$ cat src/rtl/seq_divider.sv
// Multi-cycle restoring divider: one quotient bit per clock, start/done handshake.
// Define SEQ_DIVIDER_SIGNED_EN for two's-complement operands (sign fix-up on entry to DONE).
module seq_divider #(
    parameter int WIDTH = 8
) (
    input  logic             clk,
    input  logic             rst_n,
    input  logic             start,
    input  logic [WIDTH-1:0] dividend,
    input  logic [WIDTH-1:0] divisor,
    output logic             busy,
    output logic             done,
    output logic [WIDTH-1:0] quotient,
    output logic [WIDTH-1:0] remainder,
    output logic             div_by_zero
);

    localparam int CW = $clog2(WIDTH);

    // ZERO is the single settling cycle of a divide-by-zero request; RUN is skipped
    typedef enum logic [1:0] {
        IDLE = 2'd0,
        RUN  = 2'd1,
        ZERO = 2'd2,
        DONE = 2'd3
    } state_t;

    state_t state, state_nxt;

    logic [WIDTH-1:0] dvd_r, dvs_r, q_r, rem_r;
    logic [CW-1:0]    count_r;
    logic [WIDTH:0]   rem_shift, trial;
    logic [WIDTH-1:0] rem_next, q_next;
    logic [WIDTH-1:0] load_dvd, load_dvs, fin_q, fin_r, zero_r;

    assign rem_shift = {1'b0, rem_r, q_r[WIDTH-1]};
    assign trial     = rem_shift - {1'b0, dvs_r};
    assign rem_next  = trial[WIDTH] ? rem_shift[WIDTH-1:0] : trial[WIDTH-1:0];
    assign q_next    = {q_r[WIDTH-2:0], ~trial[WIDTH]};

`ifdef SEQ_DIVIDER_SIGNED_EN
    logic dvd_neg, quo_neg;

    assign load_dvd = dividend[WIDTH-1] ? -dividend : dividend;
    assign load_dvs = divisor[WIDTH-1] ? -divisor : divisor;
    assign fin_q    = quo_neg ? -q_next : q_next;
    assign fin_r    = dvd_neg ? -rem_next : rem_next;
    assign zero_r   = dvd_neg ? -dvd_r : dvd_r;

    always_ff @(posedge clk or negedge rst_n) begin
        if (!rst_n) begin
            dvd_neg <= 1'b0;
            quo_neg <= 1'b0;
        end else if (state == IDLE && start) begin
            dvd_neg <= dividend[WIDTH-1];
            quo_neg <= dividend[WIDTH-1] ^ divisor[WIDTH-1];
        end
    end
`else
    assign load_dvd = dividend;
    assign load_dvs = divisor;
    assign fin_q    = q_next;
    assign fin_r    = rem_next;
    assign zero_r   = dvd_r;
`endif

    always_ff @(posedge clk or negedge rst_n) begin
        if (!rst_n) state <= IDLE;
        else        state <= state_nxt;
    end

    always_comb begin
        state_nxt = state;
        busy      = 1'b0;
        done      = 1'b0;
        case (state)
            IDLE: begin
                if (start) state_nxt = (divisor == '0) ? ZERO : RUN;
            end
            RUN: begin
                busy = 1'b1;
                if (count_r == '0) state_nxt = DONE;
            end
            ZERO: begin
                busy      = 1'b1;
                state_nxt = DONE;
            end
            DONE: begin
                busy      = 1'b1;
                done      = 1'b1;
                state_nxt = IDLE;
            end
            default: state_nxt = IDLE;
        endcase
    end

    // Results are written only on the edge entering DONE and then hold until the next start
    always_ff @(posedge clk or negedge rst_n) begin
        if (!rst_n) begin
            dvd_r       <= '0;
            dvs_r       <= '0;
            q_r         <= '0;
            rem_r       <= '0;
            count_r     <= '0;
            quotient    <= '0;
            remainder   <= '0;
            div_by_zero <= 1'b0;
        end else begin
            case (state)
                IDLE: begin
                    if (start) begin
                        dvd_r       <= load_dvd;
                        dvs_r       <= load_dvs;
                        q_r         <= load_dvd;
                        rem_r       <= '0;
                        count_r     <= CW'(WIDTH - 1);
                        div_by_zero <= 1'b0;
                    end
                end
                RUN: begin
                    rem_r   <= rem_next;
                    q_r     <= q_next;
                    count_r <= count_r - CW'(1);
                    if (count_r == '0) begin
                        quotient  <= fin_q;
                        remainder <= fin_r;
                    end
                end
                ZERO: begin
                    quotient    <= '1;
                    remainder   <= zero_r;
                    div_by_zero <= 1'b1;
                end
                default: ;
            endcase
        end
    end

endmodule

$ cat config.mk
export PLATFORM = sky130hd
export DESIGN_NAME = seq_divider
export DESIGN_NICKNAME = d
export VERILOG_FILES = /design/src/rtl/seq_divider.sv
export SDC_FILE = /design/constraint.sdc
export NUM_CORES = 1
export LEC_CHECK = 0
export CELL_PAD_IN_SITES_DETAIL_PLACEMENT = 1
export CELL_PAD_IN_SITES_GLOBAL_PLACEMENT = 1
export CORE_MARGIN = 2
export CORE_UTILIZATION = 46
export DETAILED_ROUTE_END_ITERATION = 8
export PLACE_DENSITY_LB_ADDON = 0.1
export SKIP_LAST_GASP = 1
export SLEW_MARGIN = 20
export SYNTH_ARGS = -nofsm -noshare
export SYNTH_HDL_FRONTEND = slang
export SYNTH_SLANG_ARGS = --single-unit
$ cat constraint.sdc
create_clock -name clk -period 5.11 [get_ports clk]
set_clock_uncertainty 0.15 [all_clocks]
set_input_delay 0.7665 -clock clk [delete_from_list [all_inputs] [get_ports clk]]
set_output_delay 0.7665 -clock clk [all_outputs]
set_load 0.05 [all_outputs]
==> reports/qor.yml, run 1 <==
setup_path:
  cp.required_ns: 4.19
  critPathArrivalTime_ns: 1.88
  rr_endpoint: "rem_r[1]$_DFFE_PN0P_"
  path_class: "flip-flop to output pin"
  start_kind: "flip-flop"
  ff2ff_setup_slack_ns: 2.38
  crit_fanout: 4
  reg2regPathDepth: 9
  cp-end-kind: "output pin"
  reg2reg_from: "q_r[7]$_DFFE_PN0P_"
min_path:
  worstHoldPathCells: 1
  holdPathEnd: "count_r[0]$_DFFE_PN0P_"
  hp-start: "count_r[0]$_DFFE_PN0P_"
  hold_path_class: "flip-flop to flip-flop"
yosys:
  synth-edff-count: 0
  syn_nets: 320
  synthDistinctLibCells: 48
  synth_area_um2: 2860
  async_flop_share_pct: 100
  yosys_warnings: 0
  syn_avg_cell_area_um2: 10.0
  syn_inst: 285
  ys_ff_latch: 54
  ys_seq_area_share_pct: 47.2
  ys.flop_type: "dfrtp_1"
run:
  maxCapViolations: 0
grt:
  grt_pass1_vias: 2413
  grt_max_degree: 55
  antenna_found_initial: 0
  track_usage_pct: 21.3
  overflow: 0
  grt_pass1_wl_um: 11800
floorplan:
  start_util_pct: 48.0
  chipWidth_um: 82.9
  rows: 28
  core_area_um2: 5960
  die_area_um2: 6870
  die_h_um: 82.9
  io_pins: 38
final_layout:
  fill_cells: 679
  num_antenna_cells: 0
  areaGrowthSynthToFinish_pct: 18.1
  final_nets: 355
  drive_above_1_share_pct: 9.97
  seqCellArea_um2: 1350
  layout_common_cells: "dfrtp_1, clkdlybuf4s50_1, nand2_1, o21ai_0, a21oi_1"
  multi_input_area_um2: 1390
  final_common_cell: "dfrtp_1"
place:
  port_buffers: 37
  hpwl_um: 5140
  globalplace.congestion: 0.823
clock_tree:
  numCtsBuffers: 5
  cts.clk_slew.worst_paths_ns: 0.09
  cts_tree: "done"
  h-tree-depth: 2
  postCtsHoldBufs: 0
  cts.sinks: 54
  cts_setup_buffers: 0
  clk_latency_ns: 0.32
  clk_root_buffer_cell: "clkbuf_8"
  post_cts_resize_count: 0
  clockBufferDepth: 2
drt:
  drt-initial-drc-count: 75
  dr_total_vias: 2232
  vias_per_cell: 5.64
  ant_nets: 0
  first_pass_iters: 4
  drc: 0
  post_drt_wl_per_cell_um: 18.0
  totalWireLength_um: 7120
timing:
  slew_viol_final: 0
  setup_violations: 0
  period_share_pct: 54.7
  final.setup.tns_ns: 0
  hold_violations: 0
  tightest_slew_ns: 0.822
  fin_crit_ns: 2.80
  max_freq_ghz: 0.358
  rsz0062_at_grt: "false"
  relSlewSlack_pct: 45.2
status:
  outcome: "completed"
==> routing by layer <==
metal  share of wire (%)  global-route usage, %  wire length (um)  vias to the layer above
met4                 1.5                   5.37               106                        0
met5                   0                      0                 0                        -
met2                  48                   36.9              3440                       35
met3                 2.5                   3.48               175                        9
met1                  48                   27.9              3400                     1105
li1                    -                      -                 -                     1083
==> worst max-delay path: stages, from the launching register on <==
cell	delay (ns)
dfrtp_1	0.42
inv_1	0.10
ha_1	0.20
inv_1	0.06
clkdlybuf4s50_1	0.79
==> cell families after synthesis <==
| group | share of synthesized area (%) |
|---|---|
| AND/OR/NAND/NOR | 11.7 |
| AO/OA/AOI/OAI | 17.4 |
| multiplexers | 11.0 |
| XOR/XNOR | 0.918 |
| buffers and inverters | 4.46 |
| flip-flops | 47.2 |
| adder cells (fa/ha/maj) | 7.26 |
==> cells in the mapped netlist (2+ instances only) <==
master,n,area share (%)
mux2_2,16,6.3
o22a_1,2,0.61
inv_1,19,2.5
buf_4,2,0.52
and2_1,3,0.66
dfrtp_1,54,47
nor2b_1,2,0.44
clkbuf_1,7,0.92
a22oi_1,5,1.3
xor2_1,3,0.92
mux2i_1,12,4.2
nor3_1,2,0.35
o211ai_1,4,1.0
or3_1,5,1.1
o21ai_0,31,5.4
o21a_1,2,0.52
nand2_1,35,4.6
a211o_1,2,0.61
ha_1,15,6.6
a21oi_1,22,3.8
nand3_1,4,0.70
nand2b_1,3,0.66
nor2_1,10,1.3
==> layout make-up <==
cell class / count / area share, %
clock buffer: 7 / 2.56
clock inverter: 1 / 0.259
inverter: 19 / 2.11
multi-input combinational: 201 / 41.0
sequential: 54 / 40.0
tap: 75 / 2.78
timing repair buffer: 39 / 11.3
==> worst max-delay path by stage <==
stage | endpoint | depth (start not counted) | startpoint | slack [ns]
2_1_floorplan | rem_r[6]$_DFFE_PN0P_ | 9 | q_r[7]$_DFFE_PN0P_ | 2.85
3_3_place_gp | q_r[7]$_DFFE_PN0P_ | 4 | start | 2.06
3_5_place_dp | q_r[6]$_DFFE_PN0P_ | 4 | start | 1.95
4_1_cts | remainder[7]$_DFFE_PN0P_ | 6 | state[0]$_DFFE_PN0P_ | 2.12
5_1_grt | remainder[7]$_DFFE_PN0P_ | 6 | state[0]$_DFFE_PN0P_ | 2.14
6_report | busy | 4 | state[1]$_DFFE_PN0P_ | 2.31
==> registers in the layout (all words and copies together), names as in the netlist <==
signal,flops
div_by_zero,1
dvd_r,8
state,2
count_r,3
rem_r,8
dvs_r,8
remainder,8
quotient,8
q_r,8
==> stage by stage <==
step	area, um2	cells	hold slack [ns]	utilization (%)	setup slack, ns
floorplan	2860	285	0.290	-	2.85
global placement	3280	388	0.300	55.1	2.06
detailed placement	3280	388	0.305	55.1	1.95
CTS	3370	396	0.326	56.7	2.12
global route	3380	396	0.371	56.7	2.14
finish	3380	396	0.322	56.7	2.31
Power of run 1 is not shown: default switching activity piles up to over one toggle a cycle in this logic, so the estimate is an artifact.
==> run 2, diff against run 1 <==
Settings changed: CORE_UTILIZATION 46 to 43.
Clock period 5.11 ns to 2.9 ns, I/O delays scaled along.
==> reports/qor.yml, run 2 (synthesized netlist as in run 1, its figures left out) <==
drt:
  met1_length_um: 3570  # +4.9%
  first_pass_iters: 6  # +2
  dr_total_vias: 2286  # +2.4%
  wl_met3_um: 168  # -4.0%
  totalWireLength_um: 7550  # +6.0%
  ant_nets: 0  # unchanged
  route.met2.wl_um: 3760  # +9.3%
  post_drt_wl_per_cell_um: 18.6  # +3.2%
  highest_layer: "met4"
  drc: 0  # unchanged
  drt-initial-drc-count: 70  # -6.7%
  vias_per_cell: 5.62  # -0.35%
setup_path:
  crit_path_end: "rem_r[6]$_DFFE_PN0P_"
  cp-end-kind: "flip-flop"
  cp_cell_sequence: "inv_1 > ha_1 > inv_1 > fa_1 > a21oi_1 > nor3_1 > or4b_1 > mux2i_1 > o21ai_0"
  critical_path.slowest_cell: "or4b_1"
  crit_family: "simple AND/OR/NAND/NOR gates"
  cp.buffers_inverters: 2  # -1
  crit_start: "q_r[7]$_DFFE_PN0P_"
  reg2regPathDepth: 9  # unchanged
  path_class: "flip-flop to flip-flop"
  cp.required_ns: 2.94  # -1.25 ns
  cp.depth: 9  # +5
  critPathArrivalTime_ns: 2.56  # +0.68 ns
  rr_endpoint: "rem_r[6]$_DFFE_PN0P_"
  critical-path-max-stage-delay_ns: 0.54  # -0.25 ns
  reg2reg_from: "q_r[7]$_DFFE_PN0P_"
  start_kind: "flip-flop"
  crit_fanout: 3  # -1
  cp_common_cell: "inv_1"
  ff2ff_setup_slack_ns: 0.38  # -2.00 ns
final_layout:
  areaGrowthSynthToFinish_pct: 21.2
  final_common_cell: "dfrtp_1"
  multi_input_area_um2: 1380  # -0.27%
  layout_common_cells: "dfrtp_1, clkdlybuf4s50_1, nand2_1, o21ai_0, a21oi_1"
  num_antenna_cells: 0  # unchanged
  final_nets: 364  # +2.5%
  seqCellArea_um2: 1350  # unchanged
  fill_cells: 741  # +9.1%
  drive_above_1_share_pct: 12.1  # +2.2 points
clock_tree:
  clk_latency_ns: 0.32  # about the same
  clockBufferDepth: 2  # unchanged
  cts.clk_slew.worst_paths_ns: 0.10  # about the same
  cts.sinks: 54  # unchanged
  numCtsBuffers: 5  # unchanged
  cts_tree: "done"
  post_cts_resize_count: 0  # unchanged
  h-tree-depth: 2  # unchanged
  clk_root_buffer_cell: "clkbuf_8"
timing:
  period_share_pct: 86.8
  tightest_slew_ns: 0.866  # +0.0440 ns
  fin_crit_ns: 2.52
  relSlewSlack_pct: 42.2  # -2.9 points
  hold_violations: 0  # unchanged
  setup_violations: 0  # unchanged
  final.setup.tns_ns: 0  # unchanged
  rsz0062_at_grt: "false"
  slew_viol_final: 0  # unchanged
  max_freq_ghz: 0.397
min_path:
  hold_path_class: "flip-flop to flip-flop"
floorplan:
  start_util_pct: 44.8  # -3.2 points
  die_area_um2: 7320  # +6.6%
  chipWidth_um: 85.6  # +3.3%
  die_h_um: 85.6  # +3.3%
  rows: 29  # +3.6%
  io_pins: 38  # unchanged
  core_area_um2: 6390  # +7.2%
grt:
  track_usage_pct: 21.9  # +0.57 points
  antenna_found_initial: 0  # unchanged
  grt_pass1_vias: 2502  # +3.7%
  grt_max_degree: 32  # -42%
  grt_pass1_wl_um: 12400  # +5.2%
  overflow: 0  # unchanged
place:
  port_buffers: 37  # unchanged
  hpwl_um: 5670  # +10%
  globalplace.congestion: 0.858  # +4.3%
status:
  outcome: "completed"
run:
  maxCapViolations: 0  # unchanged
run 2: changes by cell type in the layout (fill, tap and decap cells not counted), sizes merged:
cell	previous run	this run
buf	3	11
clkbuf	7	5
bufinv	0	1
clkinv	0	1
dlygate4sd3	0	1
run 2: timing repair:
item | 4_1_cts | 5_1_grt
hold endpoints to repair | 7 | 0
hold buffers | 1 | 0
setup buffers | 0 | 0
run 2: per-stage QoR:
stage | instances | setup slack (ns) | hold WS [ns] | util, % | area [um2]
after floorplan | 285 | 0.635 | -0.0106 | - | 2860
after global placement | 398 | 0.487 | 0.148 | 52.3 | 3340
after detailed placement | 398 | 0.395 | 0.152 | 52.3 | 3340
after CTS | 407 | 0.391 | 0.330 | 54.3 | 3470
after global routing | 407 | 0.197 | 0.342 | 54.3 | 3470
final | 407 | 0.383 | 0.325 | 54.3 | 3470
run 2: cell type report:
class / count / share of cell area [%]
clock buffers: 5 / 1.98
inverters: 19 / 2.06
well taps: 77 / 2.78
repair buffers: 48 / 13.0
clock inverters: 3 / 1.37
flip-flops and latches: 54 / 39.0
multi-input cells: 201 / 39.9
run 2: per-layer routing:
metal	global-route usage [%]	up-vias
met5	0	-
met4	4.47	0
met3	3.66	4
met2	37.7	32
met1	29.3	1153
li1	-	1097
run 2: worst min-delay path by stage:
stage | startpoint | to | cells after the start
2_1_floorplan | rst_n | count_r[0]$_DFFE_PN0P_ | 0
3_3_place_gp | rst_n | dvd_r[7]$_DFFE_PN0P_ | 1
3_5_place_dp | rst_n | dvd_r[7]$_DFFE_PN0P_ | 1
4_1_cts | rst_n | dvd_r[7]$_DFFE_PN0P_ | 2
5_1_grt | rst_n | dvd_r[7]$_DFFE_PN0P_ | 2
6_report | quotient[2]$_DFFE_PN0P_ | quotient[2]$_DFFE_PN0P_ | 2
run 2: worst min-delay path: cells and delay by family (launching register included):
kind / cells / cell delay (ns)
simple gates: 2 / 0.10
flops: 1 / 0.35
Power of run 2 is left out for the same reason.
==> run 3, diff against run 2 <==
Settings changed: PLACE_DENSITY set to 0.84, PLACE_DENSITY_LB_ADDON 0.1 to unset.
==> reports/qor.yml, run 3 (synthesized netlist as in run 1, its figures left out) <==
status:
  outcome: "completed"
drt:
  dr_total_vias: 2351  # +2.8%
  drt-initial-drc-count: 160  # +130%
  drc: 0  # unchanged
  first_pass_iters: 4  # -2
  totalWireLength_um: 7680  # +1.7%
  vias_per_cell: 5.82  # +3.6%
  post_drt_wl_per_cell_um: 19.0  # +2.4%
  ant_nets: 0  # unchanged
timing:
  final.setup.worst_slack_ns: 0.317  # -0.0662 ns
  fin_crit_ns: 2.58  # +0.0662 ns
  period_share_pct: 89.1  # +2.3 points
  whs_ns: 0.0226  # -0.302 ns
  setup_violations: 0  # unchanged
  hold_violations: 0  # unchanged
  final.setup.tns_ns: 0  # unchanged
  relSlewSlack_pct: 49.8  # +7.6 points
  rsz0062_at_grt: "false"
  max_freq_ghz: 0.387  # -2.6%
  tightest_slew_ns: 0.753  # -0.113 ns
  slew_viol_final: 0  # unchanged
setup_path:
  reg2regPathDepth: 9  # unchanged
  crit_fanout: 5  # +2
  crit_start: "q_r[7]$_DFFE_PN0P_"
  cp-end-kind: "flip-flop"
  rr_endpoint: "remainder[1]$_DFFE_PN0P_"
  start_kind: "flip-flop"
  ff2ff_setup_slack_ns: 0.32  # -0.07 ns
  reg2reg_from: "q_r[7]$_DFFE_PN0P_"
  crit_family: "compound AO/OA/AOI/OAI gates"
  cp.required_ns: 2.95  # about the same
  critical-path-max-stage-delay_ns: 0.48  # -0.06 ns
  critical_path.slowest_cell: "o211ai_1"
  cp.depth: 9  # unchanged
  critPathArrivalTime_ns: 2.64  # +0.08 ns
  path_class: "flip-flop to flip-flop"
  cp.buffers_inverters: 2  # unchanged
  cp_cell_sequence: "inv_1 > ha_1 > inv_1 > fa_1 > nand3_1 > a21oi_1 > o211ai_1 > mux2i_1 > a21oi_1"
grt:
  overflow: 0  # unchanged
  antenna_found_initial: 1  # +1
  grt_pass1_wl_um: 12900  # +4.1%
  grt_pass1_vias: 2643  # +5.6%
  grt_max_degree: 33  # +3.1%
  track_usage_pct: 22.6  # +0.72 points
place:
  dp_cells: 397  # -0.25%
  pre_cts_ws_ns: 0.337  # -0.0577 ns
  hpwl_um: 5690  # +0.36%
  port_buffers: 37  # unchanged
  globalplace.congestion: 0.839  # -2.1%
final_layout:
  final_common_cell: "dfrtp_1"
  layout_common_cells: "dfrtp_1, clkdlybuf4s50_1, nand2_1, o21ai_0, a21oi_1"
  areaGrowthSynthToFinish_pct: 20.4
  drive_above_1_share_pct: 11.9  # -0.19 points
  num_antenna_cells: 0  # unchanged
  final_cells: 404  # -0.74%
  fill_cells: 726  # -2.0%
  final_nets: 362  # -0.55%
floorplan:
  start_util_pct: 44.8  # unchanged
  core_area_um2: 6390  # unchanged
  rows: 29  # unchanged
  die_h_um: 85.6  # unchanged
  io_pins: 38  # unchanged
  die_area_um2: 7320  # unchanged
  chipWidth_um: 85.6  # unchanged
clock_tree:
  clockBufferDepth: 2  # unchanged
  cts.clk_slew.worst_paths_ns: 0.10  # about the same
  cts_setup_buffers: 0  # unchanged
  clk_latency_ns: 0.32  # about the same
  postCtsHoldBufs: 0  # -1
  cts_tree: "done"
  h-tree-depth: 2  # unchanged
  numCtsBuffers: 5  # unchanged
  cts.sinks: 54  # unchanged
  post_cts_resize_count: 0  # unchanged
  clk_root_buffer_cell: "clkbuf_8"
min_path:
  hold_path_class: "input pin to async pin"
run:
  maxCapViolations: 0  # unchanged
## run 3: cell types whose count changed in the layout (fill, tap and decap cells not counted), sizes merged
cell	before	now
buf	11	10
inv	20	19
dlygate4sd3	1	0
## run 3: routing by layer
metal / routed length, um / GRT usage [%] / share of wire [%]
met1: 3340 / 28.2 / 43
met2: 3950 / 39.1 / 51
met3: 222 / 4.14 / 2.9
met4: 152 / 8.51 / 2.0
met5: 13 / 0 / 0.17
## run 3: cell type report
type / count / area, um2 / share of cell area (%)
Multi-Input combinational cell: 201 / 1390 / 40.2
Sequential cell: 54 / 1350 / 39.2
Timing Repair Buffer: 46 / 433 / 12.6
Tap cell: 77 / 96.3 / 2.80
Inverter: 19 / 71.3 / 2.07
Clock buffer: 5 / 68.8 / 2.00
Clock inverter: 2 / 38.8 / 1.13
## run 3: worst max-delay path by stage
stage / endpoint / slack, ns
after floorplan: rem_r[6]$_DFFE_PN0P_ / 0.64
after global placement: remainder[6]$_DFFE_PN0P_ / 0.48
after detailed placement: rem_r[7]$_DFFE_PN0P_ / 0.34
after CTS: remainder[0]$_DFFE_PN0P_ / 0.31
after global routing: rem_r[7]$_DFFE_PN0P_ / 0.1
final: remainder[1]$_DFFE_PN0P_ / 0.32
## run 3: stage by stage
stage | utilization, % | area (um2)
after floorplan | - | 2860
after global placement | 52.2 | 3330
after detailed placement | 52.2 | 3330
after CTS | 53.9 | 3440
after global routing | 54.0 | 3450
final | 54.0 | 3450
Power of run 3 is left out for the same reason.
